### src/rtl/music_pkg.sv
// ============================================================================
//  Module      : music_pkg
//  Description : Shared types and default sizing for the note sequencer.
//  Revision    : 1.0 - initial release
// ============================================================================
`default_nettype none

package music_pkg;

    localparam int NUM_NOTES_DEF = 8;
    localparam int PERIOD_W_DEF  = 8;
    localparam int DUR_W_DEF     = 4;
    localparam int TICK_DIV_DEF  = 4;
    localparam int GAP_CYC_DEF   = 2;

    typedef enum logic [1:0] {
        ST_IDLE = 2'd0,
        ST_PLAY = 2'd1,
        ST_GAP  = 2'd2,
        ST_DONE = 2'd3
    } state_t;

    typedef struct packed {
        logic [PERIOD_W_DEF-1:0] period;
        logic [DUR_W_DEF-1:0]    dur;
    } note_entry_t;

endpackage

`default_nettype wire

### src/rtl/music_note_table.sv
// ============================================================================
//  Module      : music_note_table
//  Description : Note register file; sync write port, combinational read port.
//  Revision    : 1.0 - initial release
// ============================================================================
`default_nettype none

module music_note_table
    import music_pkg::*;
#(
    parameter int NUM_NOTES = NUM_NOTES_DEF,
    parameter int PERIOD_W  = PERIOD_W_DEF,
    parameter int DUR_W     = DUR_W_DEF
) (
    input  logic                         clk,
    input  logic                         rst,
    input  logic                         wr_en,
    input  logic [$clog2(NUM_NOTES)-1:0] wr_addr,
    input  logic [PERIOD_W-1:0]          wr_period,
    input  logic [DUR_W-1:0]             wr_dur,
    input  logic [$clog2(NUM_NOTES)-1:0] rd_addr,
    output logic [PERIOD_W-1:0]          rd_period,
    output logic [DUR_W-1:0]             rd_dur
);

    localparam int IDX_W = $clog2(NUM_NOTES);

    logic [NUM_NOTES-1:0][PERIOD_W-1:0] period_all;
    logic [NUM_NOTES-1:0][DUR_W-1:0]    dur_all;

    for (genvar i = 0; i < NUM_NOTES; i++) begin : g_entry
        logic [PERIOD_W-1:0] period_q, period_d;
        logic [DUR_W-1:0]    dur_q, dur_d;

        always_comb begin
            period_d = period_q;
            dur_d    = dur_q;
            if (wr_en && (wr_addr == IDX_W'(i))) begin
                period_d = wr_period;
                dur_d    = wr_dur;
            end
        end

        always_ff @(posedge clk or negedge rst) begin
            if (!rst) begin
                period_q <= '0;
                dur_q    <= '0;
            end else begin
                period_q <= period_d;
                dur_q    <= dur_d;
            end
        end

        assign period_all[i] = period_q;
        assign dur_all[i]    = dur_q;
    end

    assign rd_period = period_all[rd_addr];
    assign rd_dur    = dur_all[rd_addr];

endmodule

`default_nettype wire

### src/rtl/music_note_sequencer.sv
// ============================================================================
//  Module      : music_note_sequencer
//  Description : Steps the note table and drives a tone generator one note
//                at a time, with a silent gap between notes.
//  Revision    : 1.0 - initial release
// ============================================================================
`default_nettype none

module music_note_sequencer
    import music_pkg::*;
#(
    parameter int NUM_NOTES = NUM_NOTES_DEF,
    parameter int PERIOD_W  = PERIOD_W_DEF,
    parameter int DUR_W     = DUR_W_DEF,
    parameter int TICK_DIV  = TICK_DIV_DEF,
    parameter int GAP_CYC   = GAP_CYC_DEF
) (
    input  logic                         clk,
    input  logic                         rst,
    input  logic                         start,
    input  logic                         stop,
    input  logic                         loop,
    input  logic [$clog2(NUM_NOTES):0]   len,
    input  logic                         wr_en,
    input  logic [$clog2(NUM_NOTES)-1:0] wr_addr,
    input  logic [PERIOD_W-1:0]          wr_period,
    input  logic [DUR_W-1:0]             wr_dur,
    output logic [PERIOD_W-1:0]          note_period,
    output logic                         note_valid,
    output logic [$clog2(NUM_NOTES)-1:0] note_idx,
    output logic                         busy,
    output logic                         done
);

    localparam int IDX_W = $clog2(NUM_NOTES);
    localparam int LEN_W = IDX_W + 1;
    localparam int CNT_W = $clog2((2**DUR_W) * TICK_DIV) + 1;

    state_t              state_q, state_d;
    logic                loop_q, loop_d;
    logic [LEN_W-1:0]    len_q, len_d;
    logic [IDX_W-1:0]    idx_q, idx_d;
    logic [PERIOD_W-1:0] period_q, period_d;
    logic [DUR_W-1:0]    dur_q, dur_d;
    logic [CNT_W-1:0]    cnt_q, cnt_d;

    logic [PERIOD_W-1:0] rd_period;
    logic [DUR_W-1:0]    rd_dur;
    logic [LEN_W-1:0]    len_clamped;
    logic [CNT_W-1:0]    play_last;
    logic [CNT_W-1:0]    gap_last;
    logic                last_note;

    // Read address follows the next index so the entry is latched on the PLAY-entry edge
    music_note_table #(
        .NUM_NOTES (NUM_NOTES),
        .PERIOD_W  (PERIOD_W),
        .DUR_W     (DUR_W)
    ) u_table (
        .clk       (clk),
        .rst       (rst),
        .wr_en     (wr_en),
        .wr_addr   (wr_addr),
        .wr_period (wr_period),
        .wr_dur    (wr_dur),
        .rd_addr   (idx_d),
        .rd_period (rd_period),
        .rd_dur    (rd_dur)
    );

    always_comb begin
        len_clamped = (len > LEN_W'(NUM_NOTES)) ? LEN_W'(NUM_NOTES) : len;
        play_last   = CNT_W'(((dur_q == '0) ? 1 : int'(dur_q)) * TICK_DIV - 1);
        gap_last    = CNT_W'(GAP_CYC - 1);
        last_note   = (LEN_W'(idx_q) + LEN_W'(1)) >= len_q;
    end

    always_comb begin
        state_d  = state_q;
        loop_d   = loop_q;
        len_d    = len_q;
        idx_d    = idx_q;
        period_d = period_q;
        dur_d    = dur_q;
        cnt_d    = cnt_q;

        case (state_q)
            ST_IDLE: begin
                if (start && !stop) begin
                    loop_d = loop;
                    len_d  = len_clamped;
                    idx_d  = '0;
                    cnt_d  = '0;
                    if (len_clamped == '0) begin
                        state_d = ST_DONE;
                    end else begin
                        state_d  = ST_PLAY;
                        period_d = rd_period;
                        dur_d    = rd_dur;
                    end
                end
            end
            ST_PLAY: begin
                if (cnt_q == play_last) begin
                    state_d = ST_GAP;
                    cnt_d   = '0;
                end else begin
                    cnt_d = cnt_q + CNT_W'(1);
                end
            end
            ST_GAP: begin
                if (cnt_q == gap_last) begin
                    cnt_d = '0;
                    if (!last_note || loop_q) begin
                        idx_d    = last_note ? '0 : idx_q + IDX_W'(1);
                        state_d  = ST_PLAY;
                        period_d = rd_period;
                        dur_d    = rd_dur;
                    end else begin
                        state_d = ST_DONE;
                    end
                end else begin
                    cnt_d = cnt_q + CNT_W'(1);
                end
            end
            ST_DONE: begin
                state_d = ST_IDLE;
            end
            default: begin
                state_d = ST_IDLE;
            end
        endcase

        // Abort wins over every transition above and keeps the index for display
        if (stop && (state_q != ST_IDLE)) begin
            state_d  = ST_IDLE;
            cnt_d    = '0;
            idx_d    = idx_q;
            period_d = period_q;
            dur_d    = dur_q;
        end
    end

    always_ff @(posedge clk or negedge rst) begin
        if (!rst) begin
            state_q  <= ST_IDLE;
            loop_q   <= 1'b0;
            len_q    <= '0;
            idx_q    <= '0;
            period_q <= '0;
            dur_q    <= '0;
            cnt_q    <= '0;
        end else begin
            state_q  <= state_d;
            loop_q   <= loop_d;
            len_q    <= len_d;
            idx_q    <= idx_d;
            period_q <= period_d;
            dur_q    <= dur_d;
            cnt_q    <= cnt_d;
        end
    end

    assign busy        = (state_q != ST_IDLE);
    assign note_valid  = (state_q == ST_PLAY) && (period_q != '0);
    assign note_period = (state_q == ST_PLAY) ? period_q : '0;
    assign note_idx    = idx_q;
    // An abort during the DONE cycle suppresses the completion pulse
    assign done        = (state_q == ST_DONE) && !stop;

endmodule

`default_nettype wire

### config.mk
export PLATFORM = sky130hd
export DESIGN_NAME = music_note_sequencer
export DESIGN_NICKNAME = d
export VERILOG_FILES = /design/src/rtl/music_pkg.sv /design/src/rtl/music_note_table.sv /design/src/rtl/music_note_sequencer.sv
export SDC_FILE = /design/constraint.sdc
export NUM_CORES = 1
export LEC_CHECK = 0
export ABC_CLOCK_PERIOD_IN_PS = 5100
export CAP_MARGIN = 30
export CORE_MARGIN = 8
export CORE_UTILIZATION = 25
export DETAILED_ROUTE_END_ITERATION = 16
export SKIP_CTS_REPAIR_TIMING = 1
export SYNTH_ARGS = -nofsm -noshare
export SYNTH_HDL_FRONTEND = slang
export SYNTH_SLANG_ARGS = --single-unit
### constraint.sdc
create_clock -name clk -period 5.1 [get_ports clk]
set_clock_uncertainty 0.15 [all_clocks]
set_input_delay 1.02 -clock clk [delete_from_list [all_inputs] [get_ports clk]]
set_output_delay 1.02 -clock clk [all_outputs]
set_load 0.02 [all_outputs]
==> results of run 1 <==
## sequential cells by signal, summed over array words and instances, names as in the netlist
register,count
len_q,4
u_table.g_entry.dur_q,32
loop_q,1
state_q,2
note_idx,3
cnt_q,7
u_table.g_entry.period_q,64
dur_q,4
period_q,8
## routing by layer
metal  track usage, %  wire length [um]  vias to the layer above
met4             3.89               117                        0
met3             2.32               479                        8
met5                0                 0                        -
li1                 -                 -                     1977
met2             16.3              7200                       66
met1             14.0              7620                     2192
## layout make-up
| type | count | area, um^2 |
|---|---|---|
| inverter | 13 | 48.8 |
| fill | 2596 | 17300 |
| clock buffer | 19 | 453 |
| tap | 330 | 413 |
| multi-input combinational | 353 | 3030 |
| sequential | 125 | 3130 |
| clock inverter | 13 | 155 |
| timing repair buffer | 55 | 553 |
## power by group
part           switching, mW  leakage [nW]  internal [mW]
clock network          0.478         0.294          0.757
registers              0.190          1.52           1.25
logic                  0.650          1.48          0.646
## Yosys cell counts, types with 4 or more instances
cell	n	area share, %
nand2b_1	9	0.88
nor2_1	22	1.3
buf_6	4	0.71
a21o_1	5	0.59
nand2_1	20	1.2
nand3_1	17	1.3
a21oi_1	18	1.4
mux2i_1	65	10
dfrtp_1	125	49
mux2_2	99	17
buf_1	5	0.29
o21ai_0	9	0.71
clkbuf_1	13	0.76
inv_1	13	0.76
and2_1	8	0.78
and3_1	4	0.39
o211a_1	12	1.9
nor3_1	5	0.39
ha_1	12	2.4
## through the flow
stage	std cells	total power, mW
2_1_floorplan	522	2.37
3_3_place_gp	873	2.72
3_5_place_dp	875	2.74
4_1_cts	907	4.00
5_1_grt	908	4.20
6_report	908	3.97
## worst max-delay path by stage
| stage | from | endpoint | slack, ns | cells after the start |
|---|---|---|---|---|
| final | note_idx[0] | period_q[0] | 1.30 | 11 |
| after global routing | note_idx[0] | period_q[0] | 1.02 | 11 |
| after CTS | note_idx[0] | period_q[0] | 1.32 | 11 |
| after detailed placement | stop | period_q[1] | 1.11 | 9 |
| after global placement | stop | period_q[0] | 1.11 | 9 |
| after floorplan | note_idx[0] | dur_q[0] | 2.02 | 13 |
## tightest hold or removal path: stages, from the launching register on
cell     delay, ns
dfrtp_1       0.34
nand2_1       0.04
o21ai_0       0.07
## logic make-up after synthesis
kind of cell / count (synthesis) / synth area share (%)
AO/OA/AOI/OAI: 68 / 7.98
XOR/XNOR: 4 / 0.549
adder cells (fa/ha/maj): 12 / 2.35
buffers and inverters: 44 / 3.75
flip-flops: 125 / 49.0
multiplexers: 164 / 27.7
AND/OR/NAND/NOR: 105 / 8.67
==> results.py, run 1 <==
metrics = {
    "run_status": {
        "status": "completed",
    },
    "worst_setup_path": {
        "reg2reg_slack_ns": 1.30,
        "crit_required_ns": 5.24,
        "critical-path-top-delay-family": "compound AO/OA/AOI/OAI gates",
        "reg2reg_depth": 11,
        "slowest_delay_ns": 0.62,
        "r2r-start": "note_idx[0]",
        "critPathBufInv": 1,
        "path_cells": "ha_1 -> xor2_1 -> ha_1 -> nand2_1 -> o21ai_0 -> a31o_1 -> a221o_2 -> buf_4 -> mux2i_1 -> mux2i_1 -> o211a_1",
        "rr_endpoint": "period_q[0]",
        "cp-start-kind": "flop",
        "crit_path_end_kind": "flop",
        "crit_arrival_ns": 3.95,
        "worst-path-max-fanout": 19,
        "critPathSlowestCell": "a221o_2",
        "setup.worst_path.class": "flop to flop",
    },
    "finish": {
        "fin_nets": 602,
        "layout-drive-gt1-share_pct": 27.9,
        "final_common_cell": "dfrtp_1",
        "n_antenna_cell": 0,
        "post-route-util_pct": 31.0,
        "layout_common_cells": "125 x dfrtp_1, 99 x mux2_2, 65 x mux2i_1, 37 x clkdlybuf4s50_1, 22 x nor2_1",
        "area_growth_pct": 22.0,
        "final_area_um2": 7780,
    },
    "routing": {
        "drtPass1Iterations": 4,
        "via_per_inst": 4.67,
        "drtIter0Drc": 275,
        "num_vias": 4243,
        "routed_wl_mm": 15.4,
        "antenna_left": 0,
        "wl_per_cell_um": 17.0,
        "drc": 0,
    },
    "yosys": {
        "syn_nets": 559,
        "ys_seq_elements": 125,
        "syn_area_per_cell_um2": 12.2,
        "async_flop_share_pct": 100,
        "synth_cell_types": 54,
        "yosysWarnings": 0,
        "synth_area_um2": 6380,
        "netlist_instances": 522,
        "synth-main-ff-cell": "dfrtp_1",
        "seq_area_frac_synth_pct": 49.0,
        "synth_edf_count": 0,
    },
    "worst_hold_path": {
        "holdPathStages": 2,
        "hold_path_end": "len_q[1]",
        "hold_path_class": "flop to flop",
        "min_from": "len_q[1]",
    },
    "die": {
        "dieArea_um2": 30900,
        "die_w_um": 176,
        "initial_core_util_pct": 25.4,
        "core_um2": 25100,
        "fp-row-count": 58,
        "dieHeight_um": 176,
        "boundaryPins": 39,
    },
    "pwr": {
        "peakVddDrop_uv": 280,
        "powerDensity_nw_per_um2": 509,
        "power.leakage_nw": 3.29,
    },
    "timing": {
        "setup_viol": 0,
        "hold_viol_final": 0,
        "fmax_mhz": 263,
        "fin_crit_sh_pct": 74.6,
        "whs_ns": 0.340,
        "rsz0062_at_grt": "no",
        "worst_slew_pin_slew_ns": 0.971,
        "setup_tns_ns": 0,
        "post-route-min-period_ns": 3.80,
        "slew_headroom_pct": 34.9,
        "timing.final.ws_setup_ns": 1.30,
        "drv_slew": 0,
    },
    "placed_design": {
        "portBuffers": 38,
        "hpwlAfterDp_mm": 9.99,
        "place_congestion": 0.773,
        "placed_area_um2": 7160,
        "place_ws_ns": 1.11,
    },
    "global_route": {
        "grt_usage_pct": 10.5,
        "grt_pass1_vias": 4589,
        "grt_max_degree": 48,
        "grt_first_pass_wirelength_mm": 25.3,
        "antenna_found_initial": 0,
        "grt-ovfl-total": 0,
    },
    "clock_tree": {
        "clock_sinks": 125,
        "clk_pin_slew_ns": 0.06,
        "worstSkewPairLatency_ns": 0.41,
        "cts_tree": "yes",
        "cts_root_buf": "clkbuf_16",
        "h-tree-depth": 4,
        "cts-buffers-inserted": 17,
        "clockBufferDepth": 2,
    },
    "run": {
        "cap_violations": 0,
    },
}
No activity file was read; power rests on OpenSTA's default activity.
==> run 2, diff against run 1 <==
--- a/config.mk
+++ b/config.mk
@@ -5,7 +5,7 @@
 export SDC_FILE = /design/constraint.sdc
 export NUM_CORES = 1
 export LEC_CHECK = 0
-export ABC_CLOCK_PERIOD_IN_PS = 5100
+export ABC_CLOCK_PERIOD_IN_PS = 3240
 export CAP_MARGIN = 30
 export CORE_MARGIN = 8
 export CORE_UTILIZATION = 25
==> constraint.sdc (replaced) <==
create_clock -name clk -period 3.24 [get_ports clk]
set_clock_uncertainty 0.15 [all_clocks]
set_input_delay 0.648 -clock clk [delete_from_list [all_inputs] [get_ports clk]]
set_output_delay 0.648 -clock clk [all_outputs]
set_load 0.02 [all_outputs]
==> results.py, run 2 (synthesis results as in run 1) <==
metrics = {
    "placed_design": {
        "hpwlAfterDp_mm": 9.98,
        "place_congestion": 0.767,
        "portBuffers": 38,
        "place_ws_ns": 0.0256,
    },
    "global_route": {
        "antenna_found_initial": 0,
        "grt_max_degree": 46,
        "grt_usage_pct": 10.0,
        "grt_pass1_vias": 4291,
        "grt_first_pass_wirelength_mm": 24.2,
        "grt-ovfl-total": 0,
    },
    "finish": {
        "fill_cells": 2579,
        "top_regs": "u_table.g_entry.period_q: 64 flops, u_table.g_entry.dur_q: 32 flops, period_q: 8 flops",
        "final_common_cell": "dfrtp_1",
        "regMostFlops": "u_table.g_entry.period_q",
        "fin_nets": 620,
        "layout-drive-gt1-share_pct": 30.7,
        "largest_register_ffs": 64,
        "area_growth_pct": 24.4,
        "n_antenna_cell": 0,
        "layout_common_cells": "125 x dfrtp_1, 99 x mux2_2, 65 x mux2i_1, 37 x clkdlybuf4s50_1, 29 x buf_4",
    },
    "timing": {
        "whs_ns": 0.0465,
        "fmax_mhz": 325,
        "drv_slew": 0,
        "post-route-min-period_ns": 3.07,
        "hold_viol_final": 0,
        "rsz0062_at_grt": "no",
        "timing.final.ws_setup_ns": 0.167,
        "worst_slew_pin_slew_ns": 0.681,
        "fin_crit_sh_pct": 94.9,
        "setup_viol": 0,
        "setup_tns_ns": 0,
        "slew_headroom_pct": 54.2,
    },
    "routing": {
        "wl_per_cell_um": 16.2,
        "via_per_inst": 4.57,
        "num_vias": 4232,
        "routed_wl_mm": 15.0,
        "drtPass1Iterations": 4,
        "antenna_left": 0,
        "drtIter0Drc": 286,
        "drc": 0,
    },
    "pwr": {
        "power.share.clock_pct": 28.6,
        "switchingPower_mw": 2.04,
        "power_mw": 6.28,
        "power.leakage_nw": 3.38,
        "powerDensity_nw_per_um2": 792,
        "swShare_pct": 32.5,
        "peakVddDrop_uv": 373,
        "combPwrFrac_pct": 35.9,
        "power_frac_seq_pct": 35.6,
        "p_int_mw": 4.24,
    },
    "worst_setup_path": {
        "worstSetupEndpoint": "period_q[0]",
        "crit_path_end_kind": "flop",
        "critical-path-top-delay-family": "compound AO/OA/AOI/OAI gates",
        "critPathBufInv": 2,
        "setup.worst_path.class": "flop to flop",
        "reg2reg_depth": 12,
        "rr_endpoint": "period_q[0]",
        "cp_num_cells": 12,
        "crit_arrival_ns": 3.23,
        "critPathLaunch": "note_idx[0]",
        "slowest_delay_ns": 0.50,
        "critPathSlowestCell": "a221o_2",
        "reg2reg_slack_ns": 0.17,
        "crit_required_ns": 3.39,
        "path_cells": "ha_1 -> xor2_1 -> ha_1 -> a21oi_2 -> o21ai_2 -> a31o_1 -> a221o_2 -> buf_12 -> buf_12 -> mux2i_1 -> mux2i_1 -> o211a_1",
        "r2r-start": "note_idx[0]",
        "cp-start-kind": "flop",
        "worst-path-max-fanout": 6,
    },
    "run": {
        "cap_violations": 0,
    },
    "clock_tree": {
        "cts_root_buf": "clkbuf_16",
        "cts-buffers-inserted": 17,
        "clk_pin_slew_ns": 0.06,
        "clockBufferDepth": 2,
        "clock_sinks": 125,
        "worstSkewPairLatency_ns": 0.42,
        "h-tree-depth": 4,
        "cts_tree": "yes",
    },
    "die": {
        "boundaryPins": 39,
        "fp-row-count": 58,
        "initial_core_util_pct": 25.4,
        "dieHeight_um": 176,
        "core_um2": 25100,
        "die_w_um": 176,
        "dieArea_um2": 30900,
    },
    "worst_hold_path": {
        "hold_path_class": "input port to async pin",
    },
    "run_status": {
        "status": "completed",
    },
}
==> run 2: cell count changes in the layout (fill, tap and decap cells not counted), sizes merged <==
cell	previous run	this run
buf	18	36
bufinv	2	1
clkinv	5	10
clkinvlp	2	0
inv	17	15
==> run 2: per-layer routing <==
| layer | vias to the layer above | wire [um] | track usage [%] | part of all wire (%) |
|---|---|---|---|---|
| li1 | 2023 | - | - | - |
| met1 | 2118 | 7410 | 13.5 | 49 |
| met2 | 77 | 6830 | 15.2 | 46 |
| met3 | 14 | 641 | 2.98 | 4.3 |
| met4 | 0 | 136 | 3.29 | 0.91 |
| met5 | - | 0 | 0 | 0 |
==> run 2: layout make-up <==
type                            instances  area [um^2]  area share, %
Clock buffer                           19          453           5.71
Inverter                               13         48.8          0.615
Timing Repair Buffer                   73          728           9.17
Sequential cell                       125         3130           39.4
Tap cell                              330          413           5.20
Multi-Input combinational cell        353         3050           38.4
Clock inverter                         13          116           1.47
==> run 2: power groups by stage <==
| stage | logic, mW | clock network (mW) | registers [mW] |
|---|---|---|---|
| 2_1_floorplan | 1.58 | 0 | 2.16 |
| 3_3_place_gp | 2.16 | 0 | 2.25 |
| 3_5_place_dp | 2.18 | 0 | 2.26 |
| 4_1_cts | 2.20 | 1.85 | 2.23 |
| 5_1_grt | 2.47 | 1.92 | 2.29 |
| 6_report | 2.25 | 1.80 | 2.24 |
==> run 2: metrics by stage <==
stage | instances | util (%) | cell area [um^2]
final | 926 | 31.6 | 7940
after floorplan | 522 | - | 6380
after global routing | 926 | 31.6 | 7940
after detailed placement | 890 | 29.1 | 7310
after CTS | 922 | 31.4 | 7880
after global placement | 890 | 29.1 | 7310
==> run 2: worst register-to-register path, cell delays in order, from the launching register on <==
cell and delay (ns):
dfrtp_1 0.38, ha_1 0.23, xor2_1 0.15, ha_1 0.30, a21oi_2 0.14, o21ai_2 0.11, a31o_1 0.26, a221o_2 0.50
buf_12 0.18, buf_12 0.12, mux2i_1 0.15, mux2i_1 0.10, o211a_1 0.20
==> run 2: worst min path at each step <==
stage | cells after the start | endpoint | slack (ns) | startpoint
2_1_floorplan | 0 | cnt_q[0] | 0.20 | rst
3_3_place_gp | 2 | len_q[1] | 0.32 | len_q[1]
4_1_cts | 1 | u_table.g_entry[6].period_q[3] | 0.05 | rst
6_report | 1 | u_table.g_entry[7].period_q[3] | 0.05 | rst
5_1_grt | 1 | u_table.g_entry[7].period_q[3] | 0.08 | rst
3_5_place_dp | 2 | len_q[1] | 0.32 | len_q[1]
